`src/rtl/pipe_pkg.sv`:
```
`default_nettype none
// ============================================================================
// Module   : pipe_pkg
// Brief    : Shared types and constants for the operand-stage pipeline control
//            (forward-select encoding, EX/MEM stage records, PC register index).
// Revision : 1.0 - initial release
// ============================================================================
package pipe_pkg;

    // Register address width the stage records are built with
    localparam int PKG_REG_AW = 4;

    // Architectural register that holds the PC; it is never forwarded
    localparam int unsigned PC_REG_DEFAULT = 15;

    // Operand-mux select encoding shared with the datapath
    typedef enum logic [1:0] {
        FWD_RF      = 2'b00,  // regfile read
        FWD_ALU     = 2'b01,  // ALU result of the instruction in EX
        FWD_LDR     = 2'b10,  // load data of the instruction in MEM
        FWD_SPECIAL = 2'b11   // pc_out on A, constant zero on shift
    } fwd_sel_e;

    // Instruction occupying EX: may produce an ALU result and/or a load
    typedef struct packed {
        logic                  valid;
        logic                  alu_wen;
        logic [PKG_REG_AW-1:0] alu_dest;
        logic                  ldr_wen;
        logic [PKG_REG_AW-1:0] ldr_dest;
    } ex_stage_t;

    // Instruction occupying MEM: only its load result is still outstanding
    typedef struct packed {
        logic                  valid;
        logic                  ldr_wen;
        logic [PKG_REG_AW-1:0] ldr_dest;
    } mem_stage_t;

endpackage
`default_nettype wire

```
`src/rtl/fwd_match.sv`:
```
`default_nettype none
// ============================================================================
// Module   : fwd_match
// Brief    : Per-source operand forward select. Priority: special (PC on A,
//            zero on unused shift) > EX ALU result > MEM load data > regfile.
// Revision : 1.0 - initial release
// ============================================================================
module fwd_match
    import pipe_pkg::*;
#(
    parameter int          REG_AW    = 4,
    parameter int unsigned PC_REG    = 15,
    parameter bit          PC_RULE   = 1'b0,   // source A: PC read selects pc_out
    parameter bit          ZERO_RULE = 1'b0    // shift source: unused selects zero
) (
    input  logic [REG_AW-1:0] src_addr,
    input  logic              src_used,
    input  logic              ex_valid,
    input  logic              ex_alu_wen,
    input  logic [REG_AW-1:0] ex_alu_dest,
    input  logic              mem_valid,
    input  logic              mem_ldr_wen,
    input  logic [REG_AW-1:0] mem_ldr_dest,
    output fwd_sel_e          sel
);

    localparam logic [REG_AW-1:0] PC_IDX = PC_REG[REG_AW-1:0];

    logic w_not_pc;

    // Priority select; EX is checked before MEM because it is the newer producer
    always_comb begin
        sel      = FWD_RF;
        w_not_pc = (src_addr != PC_IDX);
        if (PC_RULE && src_used && !w_not_pc) begin
            sel = FWD_SPECIAL;
        end else if (ZERO_RULE && !src_used) begin
            sel = FWD_SPECIAL;
        end else if (!src_used) begin
            sel = FWD_RF;
        end else if (w_not_pc && ex_valid && ex_alu_wen && (ex_alu_dest == src_addr)) begin
            sel = FWD_ALU;
        end else if (w_not_pc && mem_valid && mem_ldr_wen && (mem_ldr_dest == src_addr)) begin
            sel = FWD_LDR;
        end
    end

endmodule
`default_nettype wire

```
`src/rtl/fwd_hazard_ctrl.sv`:
```
`default_nettype none
// ============================================================================
// Module   : fwd_hazard_ctrl
// Brief    : Operand-capture stage controller. Tracks EX/MEM producers, drives
//            operand forward selects and capture enables, stalls one cycle on
//            load-use, handles branch flush and counts stall cycles.
// Revision : 1.0 - initial release
// ============================================================================
module fwd_hazard_ctrl
    import pipe_pkg::*;
#(
    parameter int          REG_AW = PKG_REG_AW,   // must match the stage records
    parameter int unsigned PC_REG = PC_REG_DEFAULT,
    parameter int          CNT_W  = 16
) (
    input  logic              clk,
    input  logic              rst_n,
    input  logic              issue_valid,
    input  logic [REG_AW-1:0] a_addr,
    input  logic [REG_AW-1:0] b_addr,
    input  logic [REG_AW-1:0] s_addr,
    input  logic              a_used,
    input  logic              b_used,
    input  logic              s_used,
    input  logic              alu_wen,
    input  logic [REG_AW-1:0] alu_dest,
    input  logic              ldr_wen,
    input  logic [REG_AW-1:0] ldr_dest,
    input  logic              flush,
    output logic [1:0]        sel_A_in,
    output logic [1:0]        sel_B_in,
    output logic [1:0]        sel_shift_in,
    output logic              en_A,
    output logic              en_B,
    output logic              en_S,
    output logic              issue_accept,
    output logic              stall,
    output logic [CNT_W-1:0]  stall_count
);

    localparam logic [REG_AW-1:0] PC_IDX = PC_REG[REG_AW-1:0];

    ex_stage_t         ex_q,  ex_d;
    mem_stage_t        mem_q, mem_d;
    logic [CNT_W-1:0]  stall_count_q, stall_count_d;

    fwd_sel_e          w_sel_a, w_sel_b, w_sel_s;
    logic              w_raw_a, w_raw_b, w_raw_s;
    logic              w_stall, w_accept;

    fwd_match #(
        .REG_AW(REG_AW), .PC_REG(PC_REG), .PC_RULE(1'b1), .ZERO_RULE(1'b0)
    ) u_match_a (
        .src_addr(a_addr), .src_used(a_used),
        .ex_valid(ex_q.valid), .ex_alu_wen(ex_q.alu_wen), .ex_alu_dest(ex_q.alu_dest),
        .mem_valid(mem_q.valid), .mem_ldr_wen(mem_q.ldr_wen), .mem_ldr_dest(mem_q.ldr_dest),
        .sel(w_sel_a)
    );

    fwd_match #(
        .REG_AW(REG_AW), .PC_REG(PC_REG), .PC_RULE(1'b0), .ZERO_RULE(1'b0)
    ) u_match_b (
        .src_addr(b_addr), .src_used(b_used),
        .ex_valid(ex_q.valid), .ex_alu_wen(ex_q.alu_wen), .ex_alu_dest(ex_q.alu_dest),
        .mem_valid(mem_q.valid), .mem_ldr_wen(mem_q.ldr_wen), .mem_ldr_dest(mem_q.ldr_dest),
        .sel(w_sel_b)
    );

    fwd_match #(
        .REG_AW(REG_AW), .PC_REG(PC_REG), .PC_RULE(1'b0), .ZERO_RULE(1'b1)
    ) u_match_s (
        .src_addr(s_addr), .src_used(s_used),
        .ex_valid(ex_q.valid), .ex_alu_wen(ex_q.alu_wen), .ex_alu_dest(ex_q.alu_dest),
        .mem_valid(mem_q.valid), .mem_ldr_wen(mem_q.ldr_wen), .mem_ldr_dest(mem_q.ldr_dest),
        .sel(w_sel_s)
    );

    // Load-use detection against the EX load; flush overrides the stall.
    // issue_accept is also held low while reset is asserted.
    always_comb begin
        w_raw_a  = a_used && (a_addr != PC_IDX) && (ex_q.ldr_dest == a_addr);
        w_raw_b  = b_used && (b_addr != PC_IDX) && (ex_q.ldr_dest == b_addr);
        w_raw_s  = s_used && (s_addr != PC_IDX) && (ex_q.ldr_dest == s_addr);
        w_stall  = issue_valid && ex_q.valid && ex_q.ldr_wen &&
                   (w_raw_a || w_raw_b || w_raw_s) && !flush;
        w_accept = rst_n && issue_valid && !w_stall && !flush;
    end

    // Next-state: EX takes the issue or a bubble, MEM takes EX unless flushed
    always_comb begin
        ex_d = '0;
        if (w_accept) begin
            ex_d.valid    = 1'b1;
            ex_d.alu_wen  = alu_wen;
            ex_d.alu_dest = alu_dest;
            ex_d.ldr_wen  = ldr_wen;
            ex_d.ldr_dest = ldr_dest;
        end
        mem_d.valid    = ex_q.valid && !flush;
        mem_d.ldr_wen  = ex_q.ldr_wen;
        mem_d.ldr_dest = ex_q.ldr_dest;
        stall_count_d  = stall_count_q;
        if (w_stall && (stall_count_q != '1)) begin
            stall_count_d = stall_count_q + CNT_W'(1);
        end
    end

    // Stage registers and stall counter
    always_ff @(posedge clk or negedge rst_n) begin
        if (!rst_n) begin
            ex_q          <= '0;
            mem_q         <= '0;
            stall_count_q <= '0;
        end else begin
            ex_q          <= ex_d;
            mem_q         <= mem_d;
            stall_count_q <= stall_count_d;
        end
    end

    assign sel_A_in     = w_sel_a;
    assign sel_B_in     = w_sel_b;
    assign sel_shift_in = w_sel_s;
    assign en_A         = w_accept;
    assign en_B         = w_accept;
    assign en_S         = w_accept;
    assign issue_accept = w_accept;
    assign stall        = w_stall;
    assign stall_count  = stall_count_q;

endmodule
`default_nettype wire

```
`config.mk`:
```
export PLATFORM = sky130hd
export DESIGN_NAME = fwd_hazard_ctrl
export DESIGN_NICKNAME = d
export VERILOG_FILES = /design/src/rtl/pipe_pkg.sv /design/src/rtl/fwd_match.sv /design/src/rtl/fwd_hazard_ctrl.sv
export SDC_FILE = /design/constraint.sdc
export NUM_CORES = 1
export LEC_CHECK = 0
export BUFFER_PORTS_ARGS = -buffer_cell sky130_fd_sc_hd__buf_2
export CAP_MARGIN = 10
export CELL_PAD_IN_SITES_DETAIL_PLACEMENT = 1
export CELL_PAD_IN_SITES_GLOBAL_PLACEMENT = 2
export CORE_ASPECT_RATIO = 1.1
export CORE_MARGIN = 2
export CORE_UTILIZATION = 35
export DETAILED_ROUTE_END_ITERATION = 16
export PLACE_DENSITY = 0.95
export SYNTH_ARGS = -nofsm -noshare
export SYNTH_HDL_FRONTEND = slang
export SYNTH_SLANG_ARGS = --single-unit
```
`constraint.sdc`:
```
create_clock -name clk -period 4.3 [get_ports clk]
set_input_delay 0.43 -clock clk [delete_from_list [all_inputs] [get_ports clk]]
set_output_delay 0.43 -clock clk [all_outputs]
set_load 0.01 [all_outputs]
```
**Word-level counts from Yosys, hierarchy flattened**

Index checks and enable logic that the tools add are counted.
W data, S select, Z words.

- Bits in registers: 33
- Bits of input ports: 29
- Output and inout port bits: 27
- Logic and storage cells: 73

- Add/subtract/negate cells: 1
- Eq/ne operators: 13
- Multiplexer cells: 11
- Reduce and logical (&&, ||, !) cells: 39

Operators with widths:

| operator | count |
|---|---|
| $eq A4 B4 Y1 | 9 |
| $logic_and A1 B1 Y1 | 34 |
| $mux W2 | 10 |
| $add A16 B1 Y16 const B | 1 |
| $ne A16 B16 Y1 const B | 1 |
| $ne A4 B4 Y1 const B | 3 |
| $mux W11 | 1 |
| $logic_not A1 Y1 | 3 |
| $logic_or A1 B1 Y1 | 2 |

**Logic depth before layout (Yosys ltp)**

- Depth in word-level cells: 11
- Mapped depth: 7
- Depth with buffers taken out: 6

**By module**

From an unflattened synthesis, not the netlist that was laid out.

- Cells, all modules: 200
- Area total of the unflattened synthesis: 2004.4 µm²

Modules (own cells, without submodules):

| module | times used | cells an instance | area an instance (µm²) |
|---|---|---|---|
| fwd_hazard_ctrl | 1 | 146 | 1615.3 |
| fwd_match at u_match_b | 1 | 18 | 133.9 |
| fwd_match at u_match_s | 1 | 19 | 128.9 |
| fwd_match at u_match_a | 1 | 17 | 126.4 |

**Least setup slack after synthesis**

Ideal clock, no wire load.

- Kind: input to output
- From: input s_addr[1]
- To: output en_B
- Arrival time: 1.780 ns
- Slack: 2.090 ns
- Stages on the path: 7
- Path buffers: 3
- Path through: buf_2 > xnor2_1 > and3_1 > and2_1 > nor3_1 > clkbuf_1 > buf_4

- Longest elaborated chain between the ends: 9

Ends and longest elaborated chain:

| item | line | text |
|---|---|---|
| start: declaration | fwd_hazard_ctrl.sv:21 | `input logic [REG_AW-1:0] s_addr,` |
| $ne A4 B4 Y1 | fwd_hazard_ctrl.sv:83 | `w_raw_s = s_used && (s_addr != PC_IDX) && (ex_q.ldr_dest == s_addr);` |
| $logic_and A1 B1 Y1 | fwd_hazard_ctrl.sv:83 |  |
| $logic_and A1 B1 Y1 * | fwd_hazard_ctrl.sv:83 |  |
| $logic_or A1 B1 Y1 * | fwd_hazard_ctrl.sv:85 | `(w_raw_a \|\| w_raw_b \|\| w_raw_s) && !flush;` |
| $logic_and A1 B1 Y1 * | fwd_hazard_ctrl.sv:84 | `w_stall = issue_valid && ex_q.valid && ex_q.ldr_wen &&` |
| $logic_and A1 B1 Y1 * | fwd_hazard_ctrl.sv:85 |  |
| $logic_not A1 Y1 * | fwd_hazard_ctrl.sv:86 | `w_accept = rst_n && issue_valid && !w_stall && !flush;` |
| $logic_and A1 B1 Y1 * (2 in series) | fwd_hazard_ctrl.sv:86 |  |
| end: declaration | fwd_hazard_ctrl.sv:34 | `output logic en_B,` |

Mark *: on every way between the ends. The rest lies on a longest branch, timed or not.

**Final worst setup path**

- From: register ex_q[10] (netlist bit)
- To: output en_B

- Longest elaborated chain between the ends: 7

Ends and longest elaborated chain:

| item | line | text |
|---|---|---|
| start: declaration | fwd_hazard_ctrl.sv:43 | `ex_stage_t ex_q, ex_d;` |
| start signal: assignment | fwd_hazard_ctrl.sv:111 | `ex_q <= '0;` |
| start signal: assignment | fwd_hazard_ctrl.sv:115 | `ex_q <= ex_d;` |
| $logic_and A1 B1 Y1 (3 in series) | fwd_hazard_ctrl.sv:84 |  |
| $logic_and A1 B1 Y1 | fwd_hazard_ctrl.sv:85 |  |
| $logic_not A1 Y1 | fwd_hazard_ctrl.sv:86 |  |
| $logic_and A1 B1 Y1 (2 in series) | fwd_hazard_ctrl.sv:86 |  |

Every way passes these cells.

==> flow_summary.json <==
{
  "yosysMostFrequentCell": "dfrtp_1",
  "rsz0062_at_grt": "false",
  "cts_root_buf": "clkbuf_8",
  "start_util_pct": 35.8,
  "wl_per_cell_um": 16.4,
  "peakVddDrop_mv": 0.123,
  "drv_slew": 0,
  "grt_pass1_vias": 1953,
  "rows": 30,
  "clk_pin_slew_ps": 70,
  "wl_um": 5870,
  "grt_pass1_wl_um": 9730,
  "ys.flop_type": "dfrtp_1",
  "cp_max_fo": 15,
  "detailroute.via_count": 1906,
  "tns_ps": 0,
  "path_buf_inv": 2,
  "globalplace.congestion": 0.805,
  "syn-cell-area_um2": 2180,
  "seq_area_frac_synth_pct": 37.9,
  "syn_to_final_growth_pct": 20.4,
  "insertion_delay_ps": 280,
  "worstSetupPathDepth": 6,
  "synth_edf_count": 0,
  "drive_above_1_share_pct": 29.1,
  "drt_iter0_markers": 46,
  "antenna_found_initial": 0,
  "finalClockSkew_ps": 9.08,
  "worst_path_max_delay_cell": "o32ai_1",
  "ctsHoldBuffers": 0,
  "yosysWarnings": 0,
  "setup_viol": 0,
  "fmax_mhz": 423,
  "status": "finished clean",
  "clkSinkCount": 33,
  "grt_use_total_pct": 18.1,
  "post_cts_resized": 0,
  "leakage_nw": 1.19,
  "fin_crit_ps": 2360,
  "synth_common_cells": "dfrtp_1 (33), xor2_1 (23), nand2_1 (18), nand3_1 (16), xnor2_1 (15)",
  "synth_top_area_cell": "dfrtp_1",
  "period_share_pct": 54.9,
  "fillers": 752,
  "crit_path_start_kind": "flop",
  "die_area_um2": 6880,
  "slew_headroom_pct": 63.8,
  "post_cts_buffers": 0,
  "antennaDiodeCount": 0,
  "cts.path.max_buffers": 2,
  "synthArstFlopShare_pct": 100,
  "yosysUniqueCellTypes": 52,
  "holdWs_ps": 163,
  "required_ps": 3870,
  "cts-buffers-inserted": 5,
  "r2r_setup_slack_ps": 2170,
  "synthCells": 221,
  "avgSynthCellArea_um2": 9.86,
  "die_h_um": 86.8,
  "drtPass1Iterations": 4,
  "rr_startpoint": "stall_count[0]",
  "ioPinCount": 56,
  "critPathCaptureType": "primary output",
  "multi_input_area_um2": 1280,
  "netlist_top_cells_area": "dfrtp_1 (38%), xor2_1 (9.2%), xnor2_1 (6.0%)",
  "die_x_um": 79.2,
  "cp-startpoint": "ex_q[10]",
  "worstRegToRegCells": 6,
  "finalHoldViolCount": 0,
  "core_um2": 6080,
  "finalNetCount": 307,
  "ant_nets": 0,
  "h-tree-depth": 2,
  "yosysTopAreaCellShare_pct": 37.9,
  "cpPeakStageDelay_ps": 430,
  "power.density_nw_per_um2": 248,
  "cts_tree": "done",
  "crit_family": "simple AND/OR/NAND/NOR gates",
  "dp_hpwl_um": 4640,
  "cp-endpoint": "en_B",
  "cp.arrival_ps": 1930,
  "drc": 0,
  "port_buffers": 55,
  "tightest_slew_ps": 539,
  "synth_seq_cells": 33,
  "reg2reg_to": "stall_count[1]",
  "vias_per_cell": 5.32,
  "hp-class": "input pin to async pin",
  "synth.net_count": 251,
  "seqCellArea_um2": 826,
  "overflow": 0,
  "worstSetupPathType": "flop to primary output",
  "grt_start_max_net_pins": 35,
  "maxCapViolCount": 0,
  "crit_chain": "and4b_2 > nand3_2 > o32ai_1 > nor3_1 > buf_4 > buf_2"
}
==> report_power, final <==
| part | switching, W | internal, W | leakage [nW] | total, W |
|---|---|---|---|---|
| clock network | 0.000116 | 0.000145 | 0.0542 | 0.000260 |
| logic | 0.0000404 | 0.0000306 | 0.700 | 0.0000710 |
| registers | 0.00000571 | 0.000315 | 0.441 | 0.000320 |
==> metrics by stage <==
step | total power [W] | instance area, µm² | utilization, % | setup slack, ps | std cells
after global routing | 0.000678 | 2630 | 43.2 | 1800 | 358
after global placement | 0.000396 | 2520 | 41.5 | 2040 | 350
after CTS | 0.000657 | 2630 | 43.2 | 1910 | 358
final | 0.000652 | 2630 | 43.2 | 1940 | 358
after detailed placement | 0.000398 | 2520 | 41.5 | 1990 | 350
after floorplan | 0.000362 | 2180 | - | 2090 | 221
==> worst min path at each step <==
stage | start | end | cells after the start
floorplan | rst_n | ex_q[0] | 0
global placement | ex_q[4] | mem_q[4] | 0
detailed placement | ex_q[4] | mem_q[4] | 0
CTS | rst_n | stall_count[11] | 2
global route | rst_n | stall_count[11] | 2
finish | rst_n | stall_count[11] | 2
==> kinds of logic after synthesis <==
group / Yosys count / synth area share, %
and+or+nand+nor: 91 / 23.7
muxes: 3 / 1.49
buffers and inverters: 14 / 3.16
adders and majority gates: 1 / 0.574
DFF: 33 / 37.9
xor gates and xnor gates: 40 / 16.8
AOI/OAI and AO/OA: 39 / 16.4
==> state kept, by name, summed over array words and instances (netlist names) <==
register	cells
mem_q	6
stall_count	16
ex_q	11
==> layout make-up <==
type	instances	area share, %
well taps	80	3.81
flip-flops and latches	33	31.5
multi-input cells	174	49.0
repair buffers	57	11.1
clock inverters	1	0.191
clock buffers	7	3.67
inverters	6	0.858
==> layer usage <==
metal / share of wire (%) / global-route usage, % / up-vias / routed length (µm)
met5: 0 / 0 / - / 0
met3: 2.8 / 3.02 / 4 / 165
met2: 51 / 30.8 / 33 / 3000
met4: 0.90 / 5.17 / 0 / 53
li1: - / - / 913 / -
met1: 45 / 23.9 / 956 / 2640
==> placed cells by master, fill, tap and decap left out, types with 3 or more instances in the layout <==
master,Yosys,routed
inv_1,6,6
o21ai_1,3,3
o21ai_0,7,7
nor4_1,4,4
nor3_1,4,4
nor2_1,10,10
nand2_1,18,18
xor2_1,23,23
xnor2_1,15,15
dfrtp_1,33,33
clkbuf_8,0,7
buf_2,4,55
and3_1,4,4
nand3_1,16,16
and2_1,12,12
nand4_1,9,9
a211oi_1,4,4
a2111oi_2,3,3
Note: power is estimated with default switching activity, not from simulation.
